`config.mk`:
```
export PLATFORM = sky130hd
export DESIGN_NAME = dice_round_ctrl
export DESIGN_NICKNAME = d
export VERILOG_FILES = /design/src/rtl/dice_round_ctrl.sv
export SDC_FILE = /design/constraint.sdc
export NUM_CORES = 1
export LEC_CHECK = 0
export CAP_MARGIN = 20
export CORE_ASPECT_RATIO = 1.1
export CORE_UTILIZATION = 55
export CTS_BUF_LIST = sky130_fd_sc_hd__clkbuf_4 sky130_fd_sc_hd__clkbuf_8
export DETAILED_ROUTE_END_ITERATION = 16
export PLACE_DENSITY = 0.88
export SLEW_MARGIN = 20
export SYNTH_ARGS = -nofsm -noshare
export SYNTH_HDL_FRONTEND = slang
export SYNTH_SLANG_ARGS = --single-unit
```
`constraint.sdc`:
```
create_clock -name clk -period 1.9 [get_ports clk]
set_input_delay 0.38 -clock clk [delete_from_list [all_inputs] [get_ports clk]]
set_output_delay 0.38 -clock clk [all_outputs]
set_load 0.03 [all_outputs]
```
`src/rtl/dice_round_ctrl.sv`:
```
// dice_round_ctrl: round sequencer for the two-player dice game.
// Turns debounced button pulses into periodic roll strobes for the two dice
// generators. Latches each player's final die, compares the dice, keeps the
// per-player scores and declares the match winner.
//
// Ports:
//   clk, rst          clock, asynchronous active-high reset
//   btn1, btn2        1-cycle debounced player button pulses
//   dice1, dice2      generator outputs, 0..9 (larger values clamp to 9)
//   roll1, roll2      1-cycle roll strobes to generator 1 / 2
//   finish            1-cycle pulse in the first RESULT cycle
//   winner            last round: 00 none, 01 P1, 10 P2, 11 tie
//   score1, score2    round wins, saturating at WIN_SCORE
//   game_over         high while in GAME_OVER
//   state_o           display code: 0 IDLE, 1 P1_ROLL, 2 P1_SETTLE, 3 P2_WAIT,
//                     4 P2_ROLL, 5 P2_SETTLE, 6 COMPARE/RESULT, 7 GAME_OVER
//
// Optional feature macro: DICE_CTRL_AUTO_STOP_EN. When it is defined, each roll
// phase stops by itself after MAX_TICKS strobes. MAX_TICKS exists only in that
// build.
module dice_round_ctrl #(
    parameter int unsigned TICK_DIV    = 100,
    parameter int unsigned SETTLE_CYC  = 2,
    parameter int unsigned RESULT_HOLD = 1000,
    parameter int unsigned WIN_SCORE   = 3
`ifdef DICE_CTRL_AUTO_STOP_EN
    ,
    parameter int unsigned MAX_TICKS   = 50
`endif
) (
    input  logic       clk,
    input  logic       rst,
    input  logic       btn1,
    input  logic       btn2,
    input  logic [3:0] dice1,
    input  logic [3:0] dice2,
    output logic       roll1,
    output logic       roll2,
    output logic       finish,
    output logic [1:0] winner,
    output logic [3:0] score1,
    output logic [3:0] score2,
    output logic       game_over,
    output logic [2:0] state_o
);

    localparam int unsigned CNT_MAX = (RESULT_HOLD > TICK_DIV) ? RESULT_HOLD : TICK_DIV;
    localparam int unsigned CNT_W   = $clog2(CNT_MAX + 1);

    typedef enum logic [3:0] {
        S_IDLE, S_P1_ROLL, S_P1_SETTLE, S_P2_WAIT, S_P2_ROLL,
        S_P2_SETTLE, S_COMPARE, S_RESULT, S_GAME_OVER
    } state_t;

    state_t           state_q, state_d;
    logic [CNT_W-1:0] cnt_q, cnt_d;
    logic             roll1_q, roll1_d, roll2_q, roll2_d, finish_q, finish_d;
    logic [1:0]       winner_q, winner_d;
    logic [3:0]       score1_q, score1_d, score2_q, score2_d;
    logic [3:0]       d1_q, d1_d, d2_q, d2_d;
    logic             game_over_q, game_over_d;
    logic [2:0]       state_o_q, state_o_d;

    logic tick_last_c, in_roll_c, stop_c, auto_stop_c;

    function automatic logic [3:0] clamp9(input logic [3:0] v);
        return (v > 4'd9) ? 4'd9 : v;
    endfunction

    function automatic logic [2:0] disp_code(input state_t s);
        case (s)
            S_IDLE:      return 3'd0;
            S_P1_ROLL:   return 3'd1;
            S_P1_SETTLE: return 3'd2;
            S_P2_WAIT:   return 3'd3;
            S_P2_ROLL:   return 3'd4;
            S_P2_SETTLE: return 3'd5;
            S_GAME_OVER: return 3'd7;
            default:     return 3'd6;
        endcase
    endfunction

    assign tick_last_c = (cnt_q == CNT_W'(TICK_DIV - 1));
    assign in_roll_c   = (state_q == S_P1_ROLL) || (state_q == S_P2_ROLL);
    // Only the active player's button can stop a roll.
    assign stop_c      = ((state_q == S_P1_ROLL) && btn1) ||
                         ((state_q == S_P2_ROLL) && btn2) || auto_stop_c;

`ifdef DICE_CTRL_AUTO_STOP_EN
    localparam int unsigned STRB_W = $clog2(MAX_TICKS + 1);
    logic [STRB_W-1:0] strb_q, strb_d;

    // Stop in the cycle the MAX_TICKS-th strobe is visible, so it still lies inside ROLL.
    assign auto_stop_c = in_roll_c && (strb_q == STRB_W'(MAX_TICKS));

    // Strobes issued in the current roll phase; cleared whenever not rolling.
    always_comb begin
        strb_d = '0;
        if (in_roll_c && !stop_c) begin
            strb_d = strb_q + STRB_W'(tick_last_c);
        end
    end

    always_ff @(posedge clk or posedge rst) begin
        if (rst) strb_q <= '0;
        else     strb_q <= strb_d;
    end
`else
    assign auto_stop_c = 1'b0;
`endif

    // Next-state and registered-output logic.
    always_comb begin
        state_d  = state_q;
        cnt_d    = '0;
        roll1_d  = 1'b0;
        roll2_d  = 1'b0;
        finish_d = 1'b0;
        winner_d = winner_q;
        score1_d = score1_q;
        score2_d = score2_q;
        d1_d     = d1_q;
        d2_d     = d2_q;

        case (state_q)
            S_IDLE: begin
                if (btn1) state_d = S_P1_ROLL;
            end
            S_P1_ROLL, S_P2_ROLL: begin
                if (stop_c) begin
                    state_d = (state_q == S_P1_ROLL) ? S_P1_SETTLE : S_P2_SETTLE;
                end else begin
                    cnt_d   = tick_last_c ? '0 : cnt_q + CNT_W'(1);
                    roll1_d = tick_last_c && (state_q == S_P1_ROLL);
                    roll2_d = tick_last_c && (state_q == S_P2_ROLL);
                end
            end
            S_P1_SETTLE: begin
                if (cnt_q == CNT_W'(SETTLE_CYC - 1)) begin
                    d1_d    = clamp9(dice1);
                    state_d = S_P2_WAIT;
                end else begin
                    cnt_d = cnt_q + CNT_W'(1);
                end
            end
            S_P2_WAIT: begin
                if (btn2) state_d = S_P2_ROLL;
            end
            S_P2_SETTLE: begin
                if (cnt_q == CNT_W'(SETTLE_CYC - 1)) begin
                    d2_d    = clamp9(dice2);
                    state_d = S_COMPARE;
                end else begin
                    cnt_d = cnt_q + CNT_W'(1);
                end
            end
            S_COMPARE: begin
                state_d  = S_RESULT;
                finish_d = 1'b1;
                if (d1_q > d2_q) begin
                    winner_d = 2'b01;
                    if (score1_q < 4'(WIN_SCORE)) score1_d = score1_q + 4'd1;
                end else if (d2_q > d1_q) begin
                    winner_d = 2'b10;
                    if (score2_q < 4'(WIN_SCORE)) score2_d = score2_q + 4'd1;
                end else begin
                    winner_d = 2'b11;
                end
            end
            S_RESULT: begin
                if (cnt_q == CNT_W'(RESULT_HOLD - 1)) begin
                    state_d = ((score1_q == 4'(WIN_SCORE)) || (score2_q == 4'(WIN_SCORE)))
                              ? S_GAME_OVER : S_IDLE;
                end else begin
                    cnt_d = cnt_q + CNT_W'(1);
                end
            end
            S_GAME_OVER: begin
                if (btn1 && btn2) begin
                    state_d  = S_IDLE;
                    score1_d = 4'd0;
                    score2_d = 4'd0;
                    winner_d = 2'b00;
                end
            end
            default: state_d = S_IDLE;
        endcase

        game_over_d = (state_d == S_GAME_OVER);
        state_o_d   = disp_code(state_d);
    end

    always_ff @(posedge clk or posedge rst) begin
        if (rst) begin
            state_q     <= S_IDLE;
            cnt_q       <= '0;
            roll1_q     <= 1'b0;
            roll2_q     <= 1'b0;
            finish_q    <= 1'b0;
            winner_q    <= 2'b00;
            score1_q    <= 4'd0;
            score2_q    <= 4'd0;
            d1_q        <= 4'd0;
            d2_q        <= 4'd0;
            game_over_q <= 1'b0;
            state_o_q   <= 3'd0;
        end else begin
            state_q     <= state_d;
            cnt_q       <= cnt_d;
            roll1_q     <= roll1_d;
            roll2_q     <= roll2_d;
            finish_q    <= finish_d;
            winner_q    <= winner_d;
            score1_q    <= score1_d;
            score2_q    <= score2_d;
            d1_q        <= d1_d;
            d2_q        <= d2_d;
            game_over_q <= game_over_d;
            state_o_q   <= state_o_d;
        end
    end

    assign roll1     = roll1_q;
    assign roll2     = roll2_q;
    assign finish    = finish_q;
    assign winner    = winner_q;
    assign score1    = score1_q;
    assign score2    = score2_q;
    assign game_over = game_over_q;
    assign state_o   = state_o_q;

endmodule
```
# Word level (Yosys, flattened, before mapping)
# Index checks and enable logic that the tools add are counted.
# word_totals
wordCells,98
in_bits,12
reg_bits,39
# op_classes
n_eq_ne,25
addsub,3
mux,35
order_cmp,6
n_reduce_logical,17
# ops
cell,count
4-bit 2-to-1 mux,16
10-bit 2-to-1 mux,4
4-bit case mux with 8 select lines,1
10-bit case mux with 3 select lines,1
"4-bit by 2-bit equality test with 1-bit output, second input constant",6
"4-bit by 3-bit equality test with 1-bit output, second input constant",6
3-bit case mux with 7 select lines,1
4-bit case mux with 2 select lines,2
"2-bit != test, second input constant",6
"10-bit by 1-bit adder with 10-bit output, second input constant",1
"10-bit by 1-bit equality test with 1-bit output, second input constant",1
"10-bit equality test, second input constant",1
"10-bit by 7-bit equality test with 1-bit output, second input constant",1
"4-bit by 1-bit adder with 4-bit output, second input constant",2
"4-bit by 1-bit equality test with 1-bit output, second input constant",2
"4-bit equality test, second input constant",2
4-bit greater-than comparator,2
"4-bit greater-than comparator, second input constant",2
4-bit logical NOT,2
"4-bit by 2-bit less-than comparator with 1-bit output, second input constant",2
1-bit 2-to-1 mux,6
2-bit AND reduction,3
1-bit logical AND,5
5-bit AND reduction,1
other kinds (7),10

# Longest topological paths before layout
# Gate-level depths: netlist of the first run.
# depth
ltp_word,7
mapped_depth,7
depth_no_buf,7

# Least setup slack after synthesis of the first run
# Ideal clock, no wire load.
# synth_path
kind,reg2reg
startpoint,register d1_q[1]
endpoint,register score2_q[0] (netlist: score2[0])
setup_time_ps,81
path_slack_ps,231
period_less_slack_ps,1669
stages_incl_launch_ff,8
arrival_time_ps,1588
path_cell_list,dfrtp_1 > inv_1 > ha_1 > nor2b_1 > o21a_1 > o21a_1 > o2111ai_1 > mux2i_1
# synth_between
elab_chain_len,3
# synth_rtl
item,line_no,source
from (decl),60,"logic [3:0] d1_q, d1_d, d2_q, d2_d;"
from (signal assigned),203,d1_q <= 4'd0;
from (signal assigned),216,d1_q <= d1_d;
4-bit greater-than comparator (on tied branches),"163, 160",
2-bit != test (no source line),n/a,
5-bit AND reduction (no source line) (*),n/a,
to (signal assigned),215,score2_q <= score2_d;
to (decl),59,"logic [3:0] score1_q, score1_d, score2_q, score2_d;"
# Every way passes the cells marked *; elsewhere a longest branch is shown, timed or not.
# A chain may end at the register's enable or synchronous reset.

# Worst setup path after layout of the first run
# layout_path
startpoint,register score2_q[2] (netlist: score2[2])
endpoint,output score2[2]
# layout_lines
item,line_no,source
to (decl),42,"output logic [3:0] score2,"
# No word-level cell between the ends.

==> results.ini, run 1 <==
[outcome]
status=completed

[floorplan]
die_x_um=60.35
start_util_pct=59.38
dieArea_um2=3994
io_pins=29
coreArea_um2=3468
rows=22
fp.dieH_um=66.18

[synth]
netlist_top_cells_area=dfrtp_1 (47%), ha_1 (4.9%), nor2_1 (3.1%)
avgSynthCellArea_um2=10.20
synth_most_common_cell=dfrtp_1
synth_top_area_cell=dfrtp_1
ys_seq_area_share_pct=47.39
yosys-top-cells-count=dfrtp_1 (39), nor2_1 (17), nand2_1 (15)
yosysWarnings=0
synth_nets=222
yosys_register_bits=39
synth_area_um2=2059
synth_top_area_share_pct=47.39
ys.flop_type=dfrtp_1
syn_inst=202
synth_enable_flop_cells=0
synthDistinctLibCells=46
ys_async_sr_fraction_pct=100.0

[cts]
cts-root-buf=clkbuf_4
cts.clk_slew.worst_paths_ps=120
cts_max_level=2
insertion_delay_ps=360
clock_sinks=39
clock_path_buffers=2
cts_tree=done
cts_buffers=5
holdBufCountCts=0

[setup_path]
cpLargestDelayFamily=buffers and inverters
crit_buf_inv=1
crit_path_max_incr_delay_ps=690
worstPathMaxFanout=4
critical_path_arrival_ps=1460
critPathLaunchType=flip-flop
slowest_stage=clkdlybuf4s50_1
end_kind=output port
cp.required_ps=1520
critPathKind=flip-flop to output port
crit_path_cell_trace=clkdlybuf4s50_1

[route]
via_per_inst=5.554
firstDrtPassIters=4
dr.first_iter.drc_count=75
wirelength_mm=4.024
vias=1594
wl_per_cell_um=14.02
ant_nets=0
route.detailed.drc=0

[timing]
setup_viol=0
worstMarginPinSlew_ps=489.2
fin_crit_ps=1837
fmaxAchievable_mhz=544.3
max_slew_margin_pct=67.39
clock_skew_ps=17.48
holdWs_ps=429.9
rsz0062_at_grt=false
tns_ps=0
period_share_pct=96.69
slew_violations=0
hold_violations=0

[global_route]
antenna_found_initial=0
grt_pass1_vias=1576
grt_pass1_wl_mm=6.934
grt_usage_pct=23.55
grt_max_degree=40
overflow=0

[layout]
area_delta_synth_final_pct=21.45
nNetsFinal=258
fin_cells=287
antenna_cells=0
drive_gt1_share_pct=12.97

[placement]
place.gp.congestion=0.8302
port_buffers=28
dp_hpwl_mm=3.011
place_inst=278

[power_and_ir_drop]
ir_drop_mv=0.6660
total_power_mw=3.367
p_leak_nw=1.189
pwr_density_cell_nw_per_um2=1346

[run]
drv_cap=0

[min_path]
min-delay-path-class=primary input to asynchronous set/reset pin

per-layer routing:
| layer | track usage, % | up-vias | part of all wire (%) |
|---|---|---|---|
| met3 | 6.067 | 12 | 4.5 |
| met1 | 27.76 | 757 | 42 |
| met2 | 39.42 | 45 | 51 |
| met5 | 0 | - | 0 |
| li1 | - | 780 | - |
| met4 | 10.47 | 0 | 2.3 |
metrics by stage:
| stage | setup slack, ps | util [%] | cell area [µm²] |
|---|---|---|---|
| 3_5_place_dp | 37.34 | 69.26 | 2402 |
| 3_3_place_gp | 79.52 | 69.26 | 2402 |
| 4_1_cts | 45.31 | 71.36 | 2475 |
| 5_1_grt | 4.047 | 72.11 | 2501 |
| 2_1_floorplan | 230.7 | - | 2059 |
| 6_report | 62.80 | 72.11 | 2501 |
layout make-up:
cell class / count / area, µm²
Multi-Input combinational cell: 145 / 1013
Tap cell: 48 / 60.06
Sequential cell: 39 / 975.9
Inverter: 13 / 48.80
Timing Repair Buffer: 34 / 330.3
Clock buffer: 7 / 65.06
Clock inverter: 1 / 7.507
Fill cell: 260 / 967.2
path summary, 6_finish.rpt:
path                                start   endpoint  slack [ps]  cells past startpoint
worst max-delay path            score2[2]  score2[2]          60                      1
worst min-delay path                  rst    d1_q[2]         430                      3
worst max register to register    d1_q[1]  score2[1]         120                      7
worst min register to register    d1_q[0]    d1_q[0]         510                      2
max in group asynchronous             rst      roll1        1130                      3
min in group clk                  d1_q[0]    d1_q[0]         510                      2
repair_timing:
action	in CTS	in global routing
hold endpoints to repair	0	0
buffers inserted	0	1
setup endpoints to repair	0	6
gates resized for setup	0	5
power by group:
group	total (mW)	internal [mW]	switching (mW)
combinational	1.59	0.692	0.894
sequential	1.29	1.05	0.240
clock	0.488	0.216	0.271
cell families (layout without fill, tap and decap cells):
| group | count (synthesis) | in the layout | synth area share, % |
|---|---|---|---|
| AO/OA/AOI/OAI | 33 | 33 | 10.94 |
| XOR/XNOR | 9 | 9 | 3.828 |
| adder cells (fa/ha/maj) | 8 | 8 | 4.860 |
| buffers and inverters | 18 | 55 | 4.070 |
| flip-flops | 39 | 39 | 47.39 |
| multiplexers | 7 | 7 | 3.524 |
| AND/OR/NAND/NOR | 88 | 88 | 25.39 |
cell usage in the layout (no fill, tap or decap), types with 3 or more instances in the layout:
cell type,synthesis,layout
clkdlybuf4s50_1,0,26
ha_1,8,8
dfrtp_1,39,39
and2_1,6,6
nand4_1,5,5
xor2_1,6,6
mux2i_1,5,5
a31oi_1,3,3
nand3b_1,4,4
buf_4,2,6
nor2_1,17,17
o21a_1,4,3
and3_1,7,7
nand2_1,15,15
nand3_1,7,7
clkbuf_4,0,5
xnor2_1,3,3
a21oi_1,7,7
nor2b_1,5,5
inv_1,13,13
nand2b_1,5,5
o21ai_0,9,9
sequential cells by signal, summed over array words and instances, names as in the netlist:
name / flops
d1_q: 4
d2_q: 4
winner: 2
score2: 4
roll2: 1
roll1: 1
finish: 1
state_o: 3
state_q: 4
cnt_q: 10
game_over: 1
score1: 4
No activity file was read; power rests on OpenSTA's default activity.
==> run 2: changes to the inputs <==
Settings changed: HOLD_SLACK_MARGIN set to 0.02.
==> results of run 2 <==
Same layout as run 1: the final DEF is identical, and so are final timing and power.
==> RTL change 1, RTL diff (settings of run 1) <==
`d2_q` no longer has a reset.
--- a/src/rtl/dice_round_ctrl.sv
+++ b/src/rtl/dice_round_ctrl.sv
@@ -201,7 +201,6 @@
             score1_q    <= 4'd0;
             score2_q    <= 4'd0;
             d1_q        <= 4'd0;
-            d2_q        <= 4'd0;
             game_over_q <= 1'b0;
             state_o_q   <= 3'd0;
         end else begin
@@ -214,10 +213,13 @@
             score1_q    <= score1_d;
             score2_q    <= score2_d;
             d1_q        <= d1_d;
-            d2_q        <= d2_d;
             game_over_q <= game_over_d;
             state_o_q   <= state_o_d;
         end
+    end
+
+    always_ff @(posedge clk) begin
+        d2_q <= d2_d;
     end
 
     assign roll1     = roll1_q;
Behaviour: no difference found for any inputs over 10 cycles, from zero or initial values and one cycle with rst high; that may be too few to reach the edited logic, so the function may still have changed.
==> RTL change 1 against run 1 <==
The run now ends with negative setup slack left. Cell area grew 13%. Clock skew shrank 0.0083 ns. Wire length grew 33%. Total power grew 15%. Synthesized area shrank 0.67%. Cell count grew 7.3%. Setup slack lost 0.17 ns. Sequential cell count is the same. Fmax shrank 8.7%. Critical endpoint is now state_o[1].
==> RTL change 1: results (changes against run 1) <==
================================================================================
Total wire length                                                        5.33 mm   +33%
Slew Limit Headroom                                                        60.2%   -7.2 points
Max Buffers Root-to-Sink                                                       2   unchanged
Avg Synthesized Cell Area                                             10.3 sq um   +1.3%
Worst clock skew                                                      0.00919 ns   -0.00829 ns
End of the critical path                                              state_o[1]
Final weighted congestion in routability-driven placement                  0.800   -3.7%
Number of cells in the design after placement                                293   +5.4%
Clock root buffer master                                            sky130_fd_sc_hd__clkbuf_4
Vias in the first global route                                              1709   +8.4%
Post-synth EDFFs                                                               4   +4
Worst-path maximum fanout                                                      3   -1
Overall global routing resource usage                                      26.4%   +2.8 points
Fill cell total of the finished layout                                       195   -25%
Outcome                                                             finished, violations left
Sequential element share of the synthesized area                           48.7%   +1.3 points
Worst slack after detailed placement                                   -0.116 ns   -0.154 ns
Vias                                                                        1767   +11%
Nets@finish                                                                  279   +8.1%
Syn nets                                                                     218   -1.8%
Maximum cell stage delay along the critical path                         0.39 ns   -0.30 ns
Buffers added on ports                                                        28   unchanged
Reported leakage power                                                   1.28 nW   +7.5%
H-Tree Level Count                                                             2   unchanged
Number of buffers inserted during clock tree synthesis                         5   unchanged
Largest register FFs                                                          10   unchanged
Critical path data arrival time                                          2.24 ns   +0.78 ns
CP delay by family, top                                             simple AND/OR/NAND/NOR gates
Fraction of final layout cells sized beyond drive strength 1               27.3%   +14 points
Final setup violation count                                                    4   +4
Worst-case setup margin in the final layout                            -0.112 ns   -0.174 ns
Launching element of the worst setup path                               cnt_q[1]
Violation count after the first detailed-routing iteration                   129   +72%
Post-DR vias/cell                                                           5.74   +3.3%
Number of iterations in the first detailed-routing pass                        4   unchanged
Slowest stage cell on the critical path                             sky130_fd_sc_hd__or3_4
Number of cells on the worst reg-to-reg path                                   8   +1
Largest cells by area after synthesis                               sky130_fd_sc_hd__dfrtp_1 43%, sky130_fd_sc_hd__edfxtp_1 5.9%, sky130_fd_sc_hd__ha_1 4.9%
Global-route wire length before repair                                   7.59 mm   +9.5%
Failing checks                                                      negative setup slack
Peak VDD IR                                                             0.801 mV   +20%
Maximum number of pins on one net before global-route repair                  36   -10%
DP HPWL                                                                  3.19 mm   +5.8%
Share of async-settable or async-resettable flops after synthesis          89.7%   -10 points
================================================================================
[RTL change 1: metal layers]
metal,vias to the layer above,global-route usage [%],wire (microns)
met2,72,46.8,2800
met5,-,0,0
met3,33,5.68,258
li1,821,-,-
met4,0,13.4,320
met1,841,28.8,1950
[RTL change 1: cell type report]
type,instances,share of cell area (%)
Tap cell,48,2.12
Clock inverter,2,2.12
Sequential cell,39,35.3
Multi-Input combinational cell,144,39.2
Timing Repair Buffer,60,18.5
Clock buffer,6,1.59
Inverter,9,1.19
[RTL change 1: worst min-delay path by stage]
stage,start,endpoint,slack (ns),cells after the start
floorplan,d1_q[1],d1_q[1],0.45,2
global placement,d1_q[2],d1_q[2],0.47,2
detailed placement,d1_q[1],d1_q[1],0.49,2
CTS,rst,score1[2],0.44,3
global route,rst,score1[2],0.47,3
finish,rst,score1[2],0.42,3
[RTL change 1: cell families after synthesis]
family	after synthesis	share of synthesized area, %
AOI/OAI and AO/OA	30	10.5
xor gates and xnor gates	8	3.43
adders and majority gates	8	4.89
buffers and inverters	15	2.94
DFF	39	48.7
muxes	7	3.49
and+or+nand+nor	91	26.1
[RTL change 1: metrics by stage]
step                util [%]  area, sq um
floorplan                  -         2070
CTS                     79.0         2720
finish                  82.2         2830
detailed placement      74.9         2580
global route            82.2         2830
global placement        74.9         2580
[RTL change 1: what timing repair did]
item                                    CTS  global route
pin swaps                                 8             5
buffers inserted                          3             3
endpoints found under the setup margin    2            27
gates resized for setup                   3            21
cloned                                    0             1
[RTL change 1: power by group]
group	leakage (nW)	switching, mW	internal (mW)
clock network	0.0559	0.277	0.425
registers	0.474	0.174	1.05
logic	0.749	1.03	0.908
total	1.28	1.48	2.38
==> RTL change 2, RTL diff (settings of run 1) <==
Without the edit above. Add a define of `DICE_CTRL_AUTO_STOP_EN`.
--- a/src/rtl/dice_round_ctrl.sv
+++ b/src/rtl/dice_round_ctrl.sv
@@ -18,6 +18,8 @@
 // Optional feature macro: DICE_CTRL_AUTO_STOP_EN. When it is defined, each roll
 // phase stops by itself after MAX_TICKS strobes. MAX_TICKS exists only in that
 // build.
+`define DICE_CTRL_AUTO_STOP_EN
+
 module dice_round_ctrl #(
     parameter int unsigned TICK_DIV    = 100,
     parameter int unsigned SETTLE_CYC  = 2,
Formal check against the unedited RTL: no difference found for any inputs over 10 cycles, from zero or initial values and one cycle with rst high; that may be too few to reach the edited logic, so the function may still have changed.
==> RTL change 2 against run 1 <==
The flow now finishes with violations (negative setup slack). Wire length rose by 50%. Via count rose by 26%. Setup slack got worse by 0.14 ns. Clock skew fell by 0.011 ns. Sequential cell count rose by 6. Synthesized area rose by 14%. Sequential share of layout area fell by 4.5 points. Cell area rose by 31%.
Power is not compared: it rests on default switching activity, and its combinational part moved more than twofold at a synthesized area within 25%.
==> RTL change 2: results (changes against run 1) <==
======================================================================================
Outcome                                                                   finished, violations left
Failing checks                                                            negative setup slack
Syn nets                                                                           247   +11%
Worst clock skew                                                            0.00607 ns   -0.0114 ns
Fill cell total of the finished layout                                             223   -14%
Worst-case setup margin in the final layout                                 -0.0799 ns   -0.143 ns
Critical path data arrival time                                                2.18 ns   +0.72 ns
Post-synthesis instance total                                                      225   +11%
Final weighted congestion in routability-driven placement                        0.848   +2.1%
Fraction of final layout cells sized beyond drive strength 1                     28.1%   +15 points
Global-route wire length before repair                                         9.27 mm   +34%
Total wire length                                                              6.05 mm   +50%
Worst hold slack                                                              0.399 ns   -0.0307 ns
DP HPWL                                                                        3.83 mm   +27%
Maximum number of pins on one net before global-route repair                        46   +15%
Final setup violation count                                                          1   +1
Slew Limit Headroom                                                              64.6%   -2.8 points
Clock slew at the register clock pins of the worst setup and hold paths        0.09 ns   -0.03 ns
Sequential cell area                                                      0.00113 sq mm   +16%
Slowest stage cell on the critical path                                   sky130_fd_sc_hd__dfrtp_1
Largest cells by area after synthesis                                     sky130_fd_sc_hd__dfrtp_1 48%, sky130_fd_sc_hd__ha_1 5.3%, sky130_fd_sc_hd__nor2_1 3.7%
Insertion delay to the later sink of the worst-skew pair                       0.31 ns   -0.05 ns
Final Instance Count excl. Fillers                                                 355   +24%
Number of cells in the design after placement                                      335   +21%
Setup tns final                                                             -0.0799 ns   -0.0799 ns
Distinct cell type count after synthesis                                            53   +15%
Maximum cell stage delay along the critical path                               0.42 ns   -0.27 ns
Nets@finish                                                                        324   +26%
======================================================================================
[RTL change 2: timing repair]
item | in CTS | in global routing
resized for setup | 10 | 16
setup buffers | 3 | 9
pin swaps | 6 | 5
endpoints found under the setup margin | 13 | 21
hold endpoints to repair | 0 | 0
[RTL change 2: final cells by class]
class | instances | area share (%)
clock buffer | 6 | 2.53
clock inverter | 2 | 1.15
inverter | 12 | 1.38
multi-input combinational | 163 | 38.1
sequential | 45 | 34.5
tap | 52 | 1.99
timing repair buffer | 75 | 20.3
[RTL change 2: cell families after synthesis]
logic type	count (synthesis)	synth area share, %
simple gates	103	25.9
flops	45	48.1
compound gates	33	11.0
buf+inv	17	2.94
xor+xnor	12	4.49
fa+ha+maj	10	5.34
mux	5	2.19
[RTL change 2: routing by layer]
layer	wire, microns	vias to the layer above	global-route usage [%]
met5	0	-	0
met4	119	0	13.1
met3	252	10	6.21
met2	3160	60	45.6
met1	2510	992	33.7
li1	-	948	-
[RTL change 2: report_power, final]
| group | switching (mW) | total [mW] | internal [mW] |
|---|---|---|---|
| registers | 0.000841 | 0.960 | 0.959 |
| clock network | 0.348 | 0.775 | 0.428 |
| logic | 0.0404 | 0.0795 | 0.0391 |
[RTL change 2: worst paths after layout]
kind,startpoint,end,cells after the start
min in group clk,d1_q[2],d1_q[2],2
hold reg to reg,d1_q[2],d1_q[2],2
setup reg to reg,cnt_q[1],state_o[0],7
setup / recovery,cnt_q[1],state_o[0],7
hold / removal,rst,cnt_q[1],3
max in group asynchronous,rst,state_q[2],3
[RTL change 2: tightest hold or removal path, cell delays in order]
cell	delay (ns)
sky130_fd_sc_hd__clkdlybuf4s50_1	0.40
sky130_fd_sc_hd__clkinv_1	0.07
sky130_fd_sc_hd__buf_12	0.24
